**config.mk**
```make
export PLATFORM = sky130hd
export DESIGN_NAME = led_pulse_driver
export DESIGN_NICKNAME = d
export VERILOG_FILES = /design/src/rtl/led_pulse_driver.sv
export SDC_FILE = /design/constraint.sdc
export NUM_CORES = 1
export LEC_CHECK = 0
export CORE_MARGIN = 10
export CORE_UTILIZATION = 56
export CTS_CLUSTER_SIZE = 24
export DETAILED_ROUTE_END_ITERATION = 10
export GPL_TIMING_DRIVEN = 0
export PLACE_DENSITY_LB_ADDON = 0.08
export SYNTH_ARGS = -nofsm -noshare
export SYNTH_HDL_FRONTEND = slang
export SYNTH_SLANG_ARGS = --single-unit
```
**constraint.sdc**
```tcl
create_clock -name clk -period 5.5 [get_ports clk]
set_input_delay 1.1 -clock clk [delete_from_list [all_inputs] [get_ports clk]]
set_output_delay 1.1 -clock clk [all_outputs]
set_load 0.03 [all_outputs]
```
**src/rtl/led_pulse_driver.sv**
```systemverilog
// rtl/led_pulse_driver.sv - turns single-cycle event pulses into visible LED blinks
//
// Purpose:
//   Every accepted event becomes one blink. A blink is ON_CYCLES cycles of
//   led_out high followed by a forced OFF_CYCLES low gap. Events that arrive
//   while a blink is in progress are queued in a saturating pending counter.
//   When the gap ends and an event is waiting, the next blink starts with no
//   idle cycle in between.
//
// Ports:
//   clk       in   system clock
//   reset     in   asynchronous, active-high reset
//   pulse_in  in   event strobe; each cycle sampled high is one event
//   led_out   out  registered LED drive, high during the ON phase
//   busy      out  registered, high during ON or GAP
//   pending   out  registered count of queued blinks not yet started
//   overflow  out  sticky event-dropped flag (only with LED_PULSE_OVERFLOW_FLAG_EN)
//
// Configuration:
//   LED_PULSE_OVERFLOW_FLAG_EN - when defined, adds the overflow port and its
//   sticky flag register. Drop behaviour at saturation is the same either way.

module led_pulse_driver #(
  parameter int ON_CYCLES   = 5000000,
  parameter int OFF_CYCLES  = 5000000,
  parameter int MAX_PENDING = 7,
  parameter int PEND_W      = 3
) (
  input  logic              clk,
  input  logic              reset,
  input  logic              pulse_in,
  output logic              led_out,
  output logic              busy,
  output logic [PEND_W-1:0] pending
`ifdef LED_PULSE_OVERFLOW_FLAG_EN
  ,
  output logic              overflow
`endif
);

  // The phase counter must hold the larger of the two phase lengths minus one.
  localparam int MAX_CYC = (ON_CYCLES > OFF_CYCLES) ? ON_CYCLES : OFF_CYCLES;
  localparam int CNT_W   = $clog2(MAX_CYC) + 1;

  localparam logic [CNT_W-1:0]  ON_LOAD  = CNT_W'(ON_CYCLES - 1);
  localparam logic [CNT_W-1:0]  OFF_LOAD = CNT_W'(OFF_CYCLES - 1);
  localparam logic [PEND_W-1:0] PEND_MAX = PEND_W'(MAX_PENDING);
  localparam logic [PEND_W-1:0] PEND_ONE = PEND_W'(1);

  typedef enum logic [1:0] {
    S_IDLE = 2'd0,
    S_ON   = 2'd1,
    S_GAP  = 2'd2
  } state_t;

  state_t             state;
  state_t             state_n;
  logic [CNT_W-1:0]   cnt;
  logic [CNT_W-1:0]   cnt_n;
  logic               led_n;
  logic               busy_n;
  logic [PEND_W-1:0]  pend_n;

  logic pend_nz;
  logic pend_full;
  logic cnt_zero;
  logic gap_end;

  assign pend_nz   = (pending != '0);
  assign pend_full = (pending == PEND_MAX);
  assign cnt_zero  = (cnt == '0);
  // Final cycle of the gap: a new blink may be launched here.
  assign gap_end   = (state == S_GAP) && cnt_zero;

  // Next-state and registered-output logic.
  always_comb begin
    state_n = state;
    cnt_n   = cnt;
    led_n   = led_out;
    busy_n  = busy;
    pend_n  = pending;

    case (state)
      S_IDLE: begin
        led_n  = 1'b0;
        busy_n = 1'b0;
        // pending is normally zero here; a nonzero count is serviced as an
        // event so a queued blink can never be stranded.
        if (pulse_in || pend_nz) begin
          state_n = S_ON;
          cnt_n   = ON_LOAD;
          led_n   = 1'b1;
          busy_n  = 1'b1;
          if (pend_nz && !pulse_in) begin
            pend_n = pending - PEND_ONE;
          end
        end
      end

      S_ON: begin
        led_n  = 1'b1;
        busy_n = 1'b1;
        if (cnt_zero) begin
          state_n = S_GAP;
          cnt_n   = OFF_LOAD;
          led_n   = 1'b0;
        end else begin
          cnt_n = cnt - 1'b1;
        end
        if (pulse_in && !pend_full) begin
          pend_n = pending + PEND_ONE;
        end
      end

      S_GAP: begin
        led_n  = 1'b0;
        busy_n = 1'b1;
        if (cnt_zero) begin
          if (pend_nz || pulse_in) begin
            // Back-to-back blink. A simultaneous new pulse replaces the
            // consumed entry (or starts the blink itself when nothing is
            // queued), so pending only drops when no pulse arrives.
            state_n = S_ON;
            cnt_n   = ON_LOAD;
            led_n   = 1'b1;
            if (pend_nz && !pulse_in) begin
              pend_n = pending - PEND_ONE;
            end
          end else begin
            state_n = S_IDLE;
            busy_n  = 1'b0;
          end
        end else begin
          cnt_n = cnt - 1'b1;
          if (pulse_in && !pend_full) begin
            pend_n = pending + PEND_ONE;
          end
        end
      end

      default: begin
        state_n = S_IDLE;
        cnt_n   = '0;
        led_n   = 1'b0;
        busy_n  = 1'b0;
        pend_n  = '0;
      end
    endcase
  end

  always_ff @(posedge clk or posedge reset) begin
    if (reset) begin
      state   <= S_IDLE;
      cnt     <= '0;
      led_out <= 1'b0;
      busy    <= 1'b0;
      pending <= '0;
    end else begin
      state   <= state_n;
      cnt     <= cnt_n;
      led_out <= led_n;
      busy    <= busy_n;
      pending <= pend_n;
    end
  end

`ifdef LED_PULSE_OVERFLOW_FLAG_EN
  // An event is lost only when the queue is full and it is not absorbed by
  // the gap-end launch, which frees a slot in the same cycle.
  logic drop;
  assign drop = busy && pulse_in && pend_full && !gap_end;

  always_ff @(posedge clk or posedge reset) begin
    if (reset) begin
      overflow <= 1'b0;
    end else if (drop) begin
      overflow <= 1'b1;
    end
  end
`endif

endmodule

```
# After elaboration in Yosys (flattened, before gate mapping)
# Cells that the tools add are included.
# word_totals
reg_bits	31
output_inout_bits	5
# op_classes
addsub	3
eq_ne	6
mux	20
reduce_logical	9
# op_table
op	n
24-bit 2-to-1 mux	3
24-bit case mux with 3 select lines	1
24-bit logical NOT	1
24-bit by 1-bit subtractor with 24-bit output (second input constant)	1
3-bit 2-to-1 mux	4
3-bit case mux with 3 select lines	1
2-bit 2-to-1 mux	3
2-bit inequality test (second input constant)	3
1-bit case mux with 3 select lines	2
2-bit case mux with 3 select lines	1
1-bit 2-to-1 mux	5
3-bit by 1-bit adder with 3-bit output (second input constant)	1
3-bit equality test (second input constant)	1
3-bit AND reduction	1
3-bit nonzero test	1
3-bit by 1-bit subtractor with 3-bit output (second input constant)	1
2-bit by 1-bit equality test with 1-bit output (second input constant)	1
2-bit equality test (second input constant)	1
1-bit logical AND	2
1-bit logical NOT	2
2-bit logical NOT	1
1-bit logical OR	1

# Depth between registers and ports, before layout
# logic_depth
word_depth	6
depth_mapped	9
ltp_nobuf	7

# Worst setup path before layout
# No wires, ideal clock.
# synth_path
path_kind	input to register
from	input port pulse_in
to	register cnt[18]
t_arrival_ps	2310
t_required_ps	5355
slack_ps	3045
cell_stages	6
cell_sequence	or3b_2 clkbuf_1 nor2_2 nand2_1 o21ai_0 a211oi_1
# synth_between
elab_chain_len	4
# synth_rtl
element	line_no	text
start: declaration	31	input logic pulse_in,
1-bit logical OR *	89, 119	
24-bit 2-to-1 mux *	--	
24-bit 2-to-1 mux	--	
24-bit case mux with 3 select lines *	--	
net cnt_n[18]	59	logic [CNT_W-1:0] cnt_n;
end signal: assignment	160	cnt <= cnt_n;
end: declaration	58	logic [CNT_W-1:0] cnt;
# The timed path passes the listed nets; every way through them passes the cells marked *.
# A chain may end at the register's enable or synchronous reset.

# Worst setup path in the final report
# Same ends and word-level chain as after synthesis.

==> impl_results.md <==
- Max Freq: 0.3228 GHz
- Synth Area in Compound Gates: 21.00%
- Top cell type's share of synthesized area: between 30% and 40%
- Initial Util: just under 60%
- Reg clk slew, reported paths: around 0.070 ns
- Antenna-violating nets left: 0
- # IOs: 8
- Clk sink count: 31
- Relative slew slack: 20.78%
- CP required: approximately 5.6 ns
- Post-synth top cells: dfrtp_1, nor2_1, nand2_1
- Post-DP HPWL: 3720 um
- GRT busiest layer: met2
- Synth Area in Adders: about 3.6%
- Worst skew pair latency: ~0.28 ns
- Routability congestion estimate: 0.8773
- Post-CTS Hold Buffers: 0
- Ys flop type: dfrtp_1
- Fillers: between 300 and 400
- Gr usage total: 16.73%
- Mapped Area: roughly 2100 um^2
- Core outline area: 3633 um^2
- Fin crit period: 3.098 ns
- Met2 Use GR: 25.43%
- Worst Path Class, Setup: input pin to register
- Worst slew pin tran: 1.187 ns
- Initial antenna violation count: 0
- Post-route design area: roughly 2400 um^2
- Pin count of the biggest net entering global routing: 32
- CP max stage delay: 0.50 ns
- Most instantiated library cell after synthesis: dfrtp_1
- H-Tree Depth: 2
- Synthesis warning total: 0
- R2R Path End: cnt[11]$_DFF_PP0_
- Setup crit start kind: input pin
- Setup crit end: cnt[18]$_DFF_PP0_
- CP Cell Sequence: clkdlybuf4s50_1 -> or3b_2 -> clkbuf_1 -> nor2_2 -> nand2_1 -> o21ai_0 -> a211oi_1
- Die Height: 81.29 um
- Hold WC Path Type: register to register
- DR iter-0 viols: about 160
- Mux contribution to synthesized area: approximately 3.4%
- DP Cell Count: ~300
- DR vias: roughly 1900
- Post-place setup slack: approximately 2.1 ns
- RSZ-0062 raised after global routing: false
- Clock skew: between 0.004 and 0.005 ns
- Syn Nets: ~260
- Area of the die: about 6600 um^2
- Post-synthesis sequential area ratio: ~37%
- Post-cts resize count: 0
- DRC Markers: 0
- Die W: just over 80 um
- Post-Synth Simple-Gate Area: between 20% and 30%
- VDD IR max: around 230 uV
- Asr flop ratio synth: 100.0%
- Cells after synthesis: between 200 and 250
- Synth area leader: dfrtp_1
- Largest family of logic cells by synthesized area: simple AND/OR/NAND/NOR gates
- Finished Layout Cells: slightly above 300
- Hold_ws: approximately 0.52 ns
- Via count of the first global-routing pass: 1801
- Final hold violations: 0
- Pwr Density: 271.3 nW/um^2
- Drt first pass iters: 4
- FF-to-FF setup slack: around 2.9 ns
- Fin. max-slew vios: 0
- DR WL/cell: around 16 um
- Tot Pwr: around 0.64 mW
- Vias/cell: between 6 and 7
- CP Data Arrival Time: roughly 3.2 ns
- Post-CTS Setup Inserts: 0
- Layout cell share with drive strength beyond 1: under 10%
- Top cells by area, synth: dfrtp_1, nor2_1, ha_1
- Crit path max-delay cell type: clkdlybuf4s50_1
- Root buffer cell: clkbuf_8
- Lkg Pwr: roughly 0.94 nW
- Register bit total from synthesis: 31
- Grt met3 use: around 4.3%
- Placed cell areas: between 2000 and 2500 um^2
- Met1 Use GR: a little under a quarter
- Reg2reg start: cnt[0]$_DFF_PP0_
- Worst Path Max Fanout: 9
- Setup violators final: 0
- Worst setup EP type: register
- Final Core Density: roughly two thirds
- Unique cell type count in the Yosys netlist: between 50 and 60
- PortBufs: 7
- Fin crit share: approximately 56%
- Cell Rows: 22
- CP startpoint: pulse_in
- Num CTS Buffers: 5
- CTS max path bufs: 2
- Max Cap Violations: 0
- Final setup margin: ~2.4 ns
- Synth Area per Inst: 8.550 um^2
- Status: completed
- Nets: around 270
- N_diodes: 0
- Synthesis-to-layout area growth: 11.78%
- DRT Wirelength: approximately 5100 um
- First-pass GRT wire length: just under 9000 um
- EDFF count, synth: 0
- Grt ovf: 0
- XOR/XNOR share of the synthesized area: 2.915%
- CTS tree: yes
- Setup TNS: 0 ns
- R2r worst-path depth: 8
[kinds of logic (layout without fill, tap and decap cells)]
family,Yosys count,count (layout)
DFF,31,31
AOI/OAI and AO/OA,66,66
xor gates and xnor gates,7,7
and+or+nand+nor,103,103
adders and majority gates,6,6
muxes,7,7
buffers and inverters,26,41
[critical path, delay by kind of cell]
kind                   cells  cell delay (ns)
AO/OA/AOI/OAI              2             0.32
buffers and inverters      2             0.66
AND/OR/NAND/NOR            3             1.15
[registers in the layout (all words and copies together), names as in the netlist]
signal / count
busy: 1
cnt: 24
led_out: 1
pending: 3
state: 2
[worst min path at each step]
stage / start / endpoint / slack (ns) / cells past startpoint
after floorplan: cnt[20]$_DFF_PP0_ / cnt[20]$_DFF_PP0_ / 0.47 / 1
after global placement: cnt[20]$_DFF_PP0_ / cnt[20]$_DFF_PP0_ / 0.50 / 1
after detailed placement: cnt[20]$_DFF_PP0_ / cnt[20]$_DFF_PP0_ / 0.50 / 1
after CTS: cnt[20]$_DFF_PP0_ / cnt[20]$_DFF_PP0_ / 0.51 / 1
after global routing: cnt[16]$_DFF_PP0_ / cnt[16]$_DFF_PP0_ / 0.55 / 1
final: cnt[20]$_DFF_PP0_ / cnt[20]$_DFF_PP0_ / 0.52 / 1
[where the power goes]
part           internal [mW]  switching, mW
sequential             0.240         0.0194
combinational         0.0675         0.0773
clock                  0.146         0.0877
total                  0.454          0.184
[placed cells by master (no fill, tap or decap), types with 5 or more instances in the layout]
master           instances
a211oi_1                 6
mux2i_1                  6
inv_1                   16
nor2b_1                  5
and3_1                   7
dfrtp_1                 31
o21ai_0                 15
a21oi_1                 12
nor2_1                  21
nor3_1                  12
clkdlybuf4s50_1          7
nand3_1                  7
nand2_1                 17
or3_1                    5
ha_1                     6
nand4_1                  7
xnor2_1                  5
clkbuf_8                 6
o22ai_1                  7
[metal layers]
layer  up-vias  wire, um
met3         5       286
met2        49      2348
met5         -         0
met1       929      2392
li1        950         -
met4         0        41
[layout make-up]
class	instances	area [um^2]	share of cell area [%]
Multi-Input combinational cell	189	1225	52.10
Sequential cell	31	775.7	33.00
Clock buffer	6	82.58	3.513
Timing Repair Buffer	7	70.07	2.980
Inverter	16	60.06	2.555
Tap cell	48	60.06	2.555
Buffer	10	42.54	1.809
Clock inverter	2	35.03	1.490
No activity file was read; power rests on OpenSTA's default activity.
